==> src/rtl/btn_pkg.sv <==
// Shared button definitions: board bit order and the per-channel repeat states.
package btn_pkg;

    localparam int BTN_UP     = 0;
    localparam int BTN_LEFT   = 1;
    localparam int BTN_RIGHT  = 2;
    localparam int BTN_DOWN   = 3;
    localparam int BTN_CENTRE = 4;
    localparam int BTN_N      = 5;

    typedef enum logic [1:0] {
        RPT_IDLE   = 2'd0,
        RPT_DELAY  = 2'd1,
        RPT_REPEAT = 2'd2
    } rpt_state_t;

    function automatic int max_int(input int a, input int b);
        return (a > b) ? a : b;
    endfunction

endpackage

==> src/rtl/btn_channel.sv <==
// One button: two-flop synchroniser, stable-time debounce, edge pulses and
// an auto-repeat step generator.
module btn_channel
    import btn_pkg::*;
#(
    parameter int DEBOUNCE_CYC      = 20000,
    parameter int REPEAT_DELAY_CYC  = 500000,
    parameter int REPEAT_PERIOD_CYC = 100000
) (
    input  logic clk,
    input  logic rst_n,
    input  logic btn,
    output logic btn_level,
    output logic press,
    output logic btn_release,
    output logic step
);

    localparam int CNT_W   = $clog2(DEBOUNCE_CYC + 1);
    localparam int TMR_RAW = $clog2(max_int(REPEAT_DELAY_CYC, REPEAT_PERIOD_CYC));
    localparam int TMR_W   = (TMR_RAW < 1) ? 1 : TMR_RAW;

    localparam logic [CNT_W-1:0] CNT_LAST   = CNT_W'(DEBOUNCE_CYC - 1);
    localparam logic [TMR_W-1:0] DELAY_LAST = TMR_W'(REPEAT_DELAY_CYC - 1);
    localparam logic [TMR_W-1:0] PERIOD_LAST = TMR_W'(REPEAT_PERIOD_CYC - 1);

    logic             sync_meta;
    logic             s;
    logic [CNT_W-1:0] cnt;
    logic [TMR_W-1:0] tmr;
    rpt_state_t       state;
    logic             flip;
    logic             rise;
    logic             fall;

    always_ff @(posedge clk or negedge rst_n) begin
        if (!rst_n) begin
            sync_meta <= 1'b0;
            s         <= 1'b0;
        end else begin
            sync_meta <= btn;
            s         <= sync_meta;
        end
    end

    // Level flips only after the synchronised input has disagreed with it
    // for DEBOUNCE_CYC consecutive cycles; any agreement restarts the count.
    assign flip = (s != btn_level) && (cnt == CNT_LAST);
    assign rise = flip && s;
    assign fall = flip && !s;

    always_ff @(posedge clk or negedge rst_n) begin
        if (!rst_n) begin
            btn_level <= 1'b0;
            cnt       <= '0;
        end else if (s == btn_level) begin
            cnt <= '0;
        end else if (cnt == CNT_LAST) begin
            btn_level <= s;
            cnt       <= '0;
        end else begin
            cnt <= cnt + 1'b1;
        end
    end

    always_ff @(posedge clk or negedge rst_n) begin
        if (!rst_n) begin
            press       <= 1'b0;
            btn_release <= 1'b0;
        end else begin
            press       <= rise;
            btn_release <= fall;
        end
    end

    // A falling level wins over any repeat that would land in the same cycle.
    always_ff @(posedge clk or negedge rst_n) begin
        if (!rst_n) begin
            state <= RPT_IDLE;
            tmr   <= '0;
            step  <= 1'b0;
        end else begin
            step <= 1'b0;
            if (fall) begin
                state <= RPT_IDLE;
                tmr   <= '0;
            end else begin
                case (state)
                    RPT_IDLE: begin
                        if (rise) begin
                            step  <= 1'b1;
                            tmr   <= '0;
                            state <= RPT_DELAY;
                        end
                    end
                    RPT_DELAY: begin
                        if (tmr == DELAY_LAST) begin
                            step  <= 1'b1;
                            tmr   <= '0;
                            state <= RPT_REPEAT;
                        end else begin
                            tmr <= tmr + 1'b1;
                        end
                    end
                    RPT_REPEAT: begin
                        if (tmr == PERIOD_LAST) begin
                            step <= 1'b1;
                            tmr  <= '0;
                        end else begin
                            tmr <= tmr + 1'b1;
                        end
                    end
                    default: begin
                        state <= RPT_IDLE;
                        tmr   <= '0;
                    end
                endcase
            end
        end
    end

endmodule

==> src/rtl/btn_debounce_repeat.sv <==
// Button conditioning for the board: N_BTN independent debounce/repeat channels.
// The release pulse output is btn_release because "release" is a reserved word.
module btn_debounce_repeat
    import btn_pkg::*;
#(
    parameter int N_BTN             = BTN_N,
    parameter int DEBOUNCE_CYC      = 20000,
    parameter int REPEAT_DELAY_CYC  = 500000,
    parameter int REPEAT_PERIOD_CYC = 100000
) (
    input  logic             clk,
    input  logic             rst_n,
    input  logic [N_BTN-1:0] btn,
    output logic [N_BTN-1:0] btn_level,
    output logic [N_BTN-1:0] press,
    output logic [N_BTN-1:0] btn_release,
    output logic [N_BTN-1:0] step
);

    for (genvar i = 0; i < N_BTN; i++) begin : g_ch
        btn_channel #(
            .DEBOUNCE_CYC      (DEBOUNCE_CYC),
            .REPEAT_DELAY_CYC  (REPEAT_DELAY_CYC),
            .REPEAT_PERIOD_CYC (REPEAT_PERIOD_CYC)
        ) u_ch (
            .clk         (clk),
            .rst_n       (rst_n),
            .btn         (btn[i]),
            .btn_level   (btn_level[i]),
            .press       (press[i]),
            .btn_release (btn_release[i]),
            .step        (step[i])
        );
    end

endmodule

==> config.mk <==
export PLATFORM = sky130hd
export DESIGN_NAME = btn_debounce_repeat
export DESIGN_NICKNAME = d
export VERILOG_FILES = /design/src/rtl/btn_pkg.sv /design/src/rtl/btn_channel.sv /design/src/rtl/btn_debounce_repeat.sv
export SDC_FILE = /design/constraint.sdc
export NUM_CORES = 1
export LEC_CHECK = 0
export CAP_MARGIN = 30
export CORE_MARGIN = 3
export CORE_UTILIZATION = 40
export CTS_BUF_LIST = sky130_fd_sc_hd__clkbuf_4
export CTS_CLUSTER_SIZE = 12
export DETAILED_ROUTE_END_ITERATION = 8
export PLACE_DENSITY = 0.68
export SLEW_MARGIN = 10
export SYNTH_ARGS = -nofsm -noshare
export SYNTH_HDL_FRONTEND = slang
export SYNTH_SLANG_ARGS = --single-unit
export TNS_END_PERCENT = 1
==> constraint.sdc <==
create_clock -name clk -period 2.6 [get_ports clk]
set_input_delay 0.26 -clock clk [delete_from_list [all_inputs] [get_ports clk]]
set_output_delay 0.26 -clock clk [all_outputs]
set_load 0.01 [all_outputs]
# Word-level counts from Yosys, hierarchy flattened
# Cells that the tools add are included.
[op_classes]
mux = 80
reduce_logical = 35
n_eq_ne = 50
add_sub_neg = 10
bitwise_logic = 5
[ops]
columns = ["operator", "count"]
rows = [
  ["2-to-1 mux 19 bit", 20],
  ["case mux 19 bit (3 select lines)", 5],
  ["2-to-1 mux 15 bit", 10],
  ["adder 19 x 1 -> 19 bit (second input constant)", 5],
  ["== test 19 x 17 -> 1 bit (second input constant)", 5],
  ["== test 19 bit (second input constant)", 5],
  ["adder 15 x 1 -> 15 bit (second input constant)", 5],
  ["== test 15 bit (second input constant)", 5],
  ["2-to-1 mux 2 bit", 15],
  ["inequality test 3 x 1 -> 1 bit (second input constant)", 10],
  ["case mux 2 bit (3 select lines)", 5],
  ["2-to-1 mux 1 bit", 20],
  ["logical AND 1 bit", 15],
  ["case mux 1 bit (3 select lines)", 5],
  ["AND reduction 3 bit", 5],
  ["== test 2 x 1 -> 1 bit (second input constant)", 5],
  ["== test 2 bit (second input constant)", 5],
  ["zero test 2 bit", 5],
  ["inequality test 2 x 1 -> 1 bit (second input constant)", 5],
  ["AND reduction 2 bit", 5],
  ["== test 1 bit", 5],
  ["zero test 1 bit", 5],
  ["inequality test 1 bit", 5],
  ["NOT 1 bit", 5],
]
[totals]
ff_bits = 210
word_cells = 225
output_inout_bits = 20
input_bits = 7

# Depth between registers and ports, before layout
[depth]
depth_word = 6
ltp_mapped = 9
ltp_nobuf = 7

# By module
# From an unflattened synthesis, not the netlist that was laid out.
[hier_totals]
hier_cells = 1122
area_unflattened_um2 = 11410.9
[modules_own_cells]
columns = ["module", "cells_each", "seq_area_each_um2", "instances", "area_per_inst_um2"]
rows = [
  ["btn_channel (g_ch[0].u_ch ...)", 227, 1051.0, 3, 2299.7],
  ["btn_channel (g_ch[4].u_ch)", 224, 1051.0, 1, 2269.7],
  ["btn_channel (g_ch[1].u_ch)", 217, 1051.0, 1, 2242.2],
]

# Least setup slack after synthesis
# OpenSTA, ideal clock, no wires.
[synth_timing]
kind = "reg-to-reg"
start = "register g_ch[3].u_ch.tmr[0]"
end = "register g_ch[3].u_ch.tmr[14]"
path_buffers = 2
setup_ns = 0.101
stages_incl_launch_ff = 10
synth_period_minus_slack_ns = 2.210
t_arrival_ns = 2.109
slack_ns = 0.390
required_time_ns = 2.499
path_cell_list = "dfrtp_1 -> ha_1 -> and3_1 -> clkbuf_1 -> nand3_2 -> o21ai_1 -> a211oi_2 -> nand2_2 -> buf_6 -> o311ai_2"
[synth_via]
elab_chain_len = 4
elab_cells_between_ends = 7
classes_between = "1 x add/sub; 2 x eq/ne; 4 x mux"
[synth_lines]
columns = ["item", "line_no", "rtl"]
rows = [
  ["from (decl)", "btn_channel.sv:30", "logic [TMR_W-1:0] tmr;"],
  ["from (signal assigned)", "btn_channel.sv:102", "tmr <= tmr + 1'b1;"],
  ["from (signal assigned)", "btn_channel.sv:110", "tmr <= tmr + 1'b1;"],
  ["adder 19 x 1 -> 19 bit (tied with other cells)", "btn_channel.sv:102, btn_channel.sv:110", ""],
  ["2-to-1 mux 19 bit, on equally long branches", "btn_channel.sv:106, btn_channel.sv:97", ""],
  ["case mux 19 bit (3 select lines) *", "btn_channel.sv:88", "case (state)"],
  ["2-to-1 mux 19 bit *", "btn_channel.sv:84", "if (fall) begin"],
]
# Every way passes the cells marked *; elsewhere a longest branch is shown, timed or not.
# A chain may end at the register's enable or synchronous reset.

# Final worst setup path
[layout_timing]
start = "register g_ch[4].u_ch.tmr[1]"
end = "register g_ch[4].u_ch.tmr[9]"
[layout_via]
elab_chain_len = 4
elab_cells_between_ends = 7
classes_between = "1 x add/sub; 2 x eq/ne; 4 x mux"
[layout_lines]
columns = ["item", "line_no"]
rows = [
  ["from (decl)", "btn_channel.sv:30"],
  ["from (signal assigned)", "btn_channel.sv:102"],
  ["from (signal assigned)", "btn_channel.sv:110"],
  ["adder 19 x 1 -> 19 bit (tied with other cells)", "btn_channel.sv:102, btn_channel.sv:110"],
  ["2-to-1 mux 19 bit, on equally long branches", "btn_channel.sv:106, btn_channel.sv:97"],
  ["case mux 19 bit (3 select lines) *", "btn_channel.sv:88"],
  ["2-to-1 mux 19 bit *", "btn_channel.sv:84"],
]
# Marks and branches as above.

==> run_results.csv <==
group,metric,value,unit
status,outcome,"complete, no violations",
floorplanning,start_util,40.70,%
clocking,cts_tree,"built",
timing,slew_headroom,44.08,%
synth,synth_fp_nets,1162,
worst_hold_path,hold_class,"in2async",
clocking,cts_max_path_buffers,3,
synth,synthArstFlopShare,100.0,%
routing,finalWirelength,21150,um
timing,fmax,0.4217,GHz
grt,grt_pass1_wl,37740,um
floorplanning,rows,60,
timing,slew_violations,0,
layout,final_common_cell,"dfrtp_1",
layout,layout-drive-gt1-share,12.52,%
grt,globalRouteOverflowTotal,0,
timing,min_period_over_period,91.20,%
timing,fin_crit,2.371,ns
routing,dr.pass1.iters,5,
synth,yosysSeqAreaShare,47.78,%
clocking,clock_sinks,210,
clocking,cts_buffers,57,
critical_path,crit_type,"reg2reg",
power_and_ir_drop,pwr-share-comb,2.3,%
floorplanning,io_pins,27,
grt,antenna_found_initial,1,
critical_path,start_kind,"flop",
power_and_ir_drop,p_leak,5.485,nW
power_and_ir_drop,switching_share,23.15,%
synth,yosysWarnings,0,
synth,syn_area,11000,um2
placement,port_buffers,26,
timing,worst_pin_slew,0.8362,ns
grt,grt_start_max_net_pins,70,
timing,fin_ws,0.2288,ns
synth,synth_ff_type,"dfrtp_1",
clocking,path_clk_slew,0.06,ns
critical_path,cp.arrival,2.91,ns
power_and_ir_drop,p_switching,1.479,mW
layout,syn_to_final_growth,12.95,%
power_and_ir_drop,p_per_area,514.1,nW/um2
routing,drc_errors,0,
job,maxCapViolations,0,
timing,setup-tns-final,0,ns
routing,drtIter0Drc,486,
layout,finalNetCount,1237,
layout,most-common-layout-cells,"dfrtp_1, nor2_1, nand2_1",
placement,place_ws,0.1716,ns
grt,track_usage,14.81,%
power_and_ir_drop,intPower,4.908,mW
synth,synth_edf_count,0,
clocking,ctsHtreeMaxLevel,2,
timing,skew,0.05454,ns
synth,synth_cell_types,75,
critical_path,cp_max_fo,7,
timing,finalSetupViolCount,0,
routing,vias_per_cell,5.333,
critical_path,critical_path_required,3.13,ns
routing,avgRoutedWirePerCell,13.39,um
placement,place_hpwl,14240,um
power_and_ir_drop,p_seq_share,52.0,%
floorplanning,die_w,171.8,um
synth,synthCells,1125,
synth,ys_seq_elements,210,
clocking,post_cts_buffers,0,
synth,syn_area_per_cell,9.777,um2
power_and_ir_drop,p_clk_share,45.7,%
floorplanning,die_h,171.8,um
grt,grt_pass1_vias,8422,
clocking,clkLatencyLatePin,0.67,ns
routing,ant_nets,0,
clocking,cts-root-buf,"clkbuf_4",
routing,via_count,8426,
critical_path,critical_path.endpoint_type,"flop",
timing,rsz0062_at_grt,"false",
placement,place.gp.congestion,0.8688,
floorplanning,core,27030,um2
power_and_ir_drop,ir_drop,0.0002393,V
timing,hold_viol,0,
floorplanning,dieArea,29520,um2
metal layers:
metal	track usage, %	share of wire (%)
met1	19.84	48
met5	0	0
met4	5.519	2.4
met2	23.67	45
met3	3.264	4.5
stage by stage:
stage | power [mW] | hold WS [ns] | instances | util, % | cell area (um2)
floorplan | 3.424 | -0.03559 | 1125 | - | 11000
global placement | 3.525 | 0.2506 | 1476 | 43.08 | 11640
detailed placement | 3.528 | 0.2493 | 1476 | 43.08 | 11640
CTS | 6.548 | 0.06993 | 1579 | 45.95 | 12420
global route | 6.747 | 0.1160 | 1580 | 45.97 | 12420
finish | 6.387 | 0.1280 | 1580 | 45.97 | 12420
path summary, 6_finish.rpt:
kind                                        start              endpoint  slack, ns  cells past startpoint
setup / recovery              g_ch[4].u_ch.tmr[1]   g_ch[4].u_ch.tmr[9]       0.23                      7
hold / removal                              rst_n   g_ch[3].u_ch.cnt[8]       0.13                      2
setup reg to reg              g_ch[4].u_ch.tmr[1]   g_ch[4].u_ch.tmr[9]       0.23                      7
hold reg to reg            g_ch[0].u_ch.sync_meta        g_ch[0].u_ch.s       0.34                      0
max in group asynchronous                   rst_n  g_ch[1].u_ch.tmr[14]       1.73                      3
min in group clk           g_ch[0].u_ch.sync_meta        g_ch[0].u_ch.s       0.34                      0
kinds of logic after synthesis:
group                    Yosys count  share of synthesized area (%)
AO/OA/AOI/OAI                    165                          10.61
XOR/XNOR                         111                          8.839
adder cells (fa/ha/maj)           30                          3.413
buffers and inverters             75                          3.526
flip-flops                       210                          47.78
multiplexers                       6                         0.6142
AND/OR/NAND/NOR                  528                          25.22
synth_stat cells (5+ instances only):
cell	instances	area, um2
clkbuf_1	10	37.54
nand3_1	67	335.3
dfrtp_1	210	5255
o21ai_1	5	25.02
nand2_1	87	326.6
and2_1	12	75.07
ha_1	30	375.4
a21oi_1	22	110.1
nor2b_1	10	62.56
o22ai_1	5	31.28
mux2_2	6	67.56
nor4_1	15	93.84
o21ai_0	50	250.2
o2bb2ai_1	10	87.58
nor2_1	154	578.1
nor4bb_1	7	70.07
inv_1	34	127.6
a21o_1	8	60.06
or3_1	17	106.4
a22o_1	20	175.2
nand4_1	40	250.2
buf_2	7	35.03
nor3b_1	5	37.54
xnor2_1	42	367.9
nand2b_1	9	56.30
xor2_1	69	604.3
and4_1	17	148.9
and3_1	30	187.7
nor3_1	25	125.1
buf_4	22	165.2
flip-flops by register name, indices dropped and copies added, names as in the netlist:
name	count
g_ch.u_ch.step	5
g_ch.u_ch.press	5
g_ch.u_ch.s	5
g_ch.u_ch.tmr	95
g_ch.u_ch.state	10
g_ch.u_ch.sync_meta	5
g_ch.u_ch.cnt	75
g_ch.u_ch.btn_level	5
g_ch.u_ch.btn_release	5
area by class of cell:
class	count	area, um2
Timing Repair Buffer	57	538.0
Clock inverter	13	83.83
Multi-Input combinational cell	840	5359
Antenna cell	1	2.502
Sequential cell	210	5255
Clock buffer	84	630.6
Fill cell	2564	14600
Tap cell	341	426.7
Inverter	34	127.6
power groups by stage:
stage / sequential (mW) / clock (mW) / combinational, mW
6_report: 3.32 / 2.92 / 0.146
5_1_grt: 3.32 / 3.25 / 0.174
4_1_cts: 3.32 / 3.07 / 0.155
3_5_place_dp: 3.38 / 0 / 0.148
3_3_place_gp: 3.38 / 0 / 0.146
2_1_floorplan: 3.38 / 0 / 0.0483
worst max-delay path: stages, from the launching register on:
cell     delay, ns
dfrtp_1       0.40
ha_1          0.23
and3_1        0.26
nand3_1       0.17
o31ai_1       0.43
a21oi_1       0.33
nor2_2        0.33
nor2_1        0.09
what timing repair did:
| action | 4_1_cts | 5_1_grt |
|---|---|---|
| setup endpoints to repair | 0 | 10 |
| hold buffers | 6 | 0 |
| gates resized for setup | 0 | 1 |
| endpoints found under the hold margin | 166 | 0 |
Power figures use the tool's default switching activity.
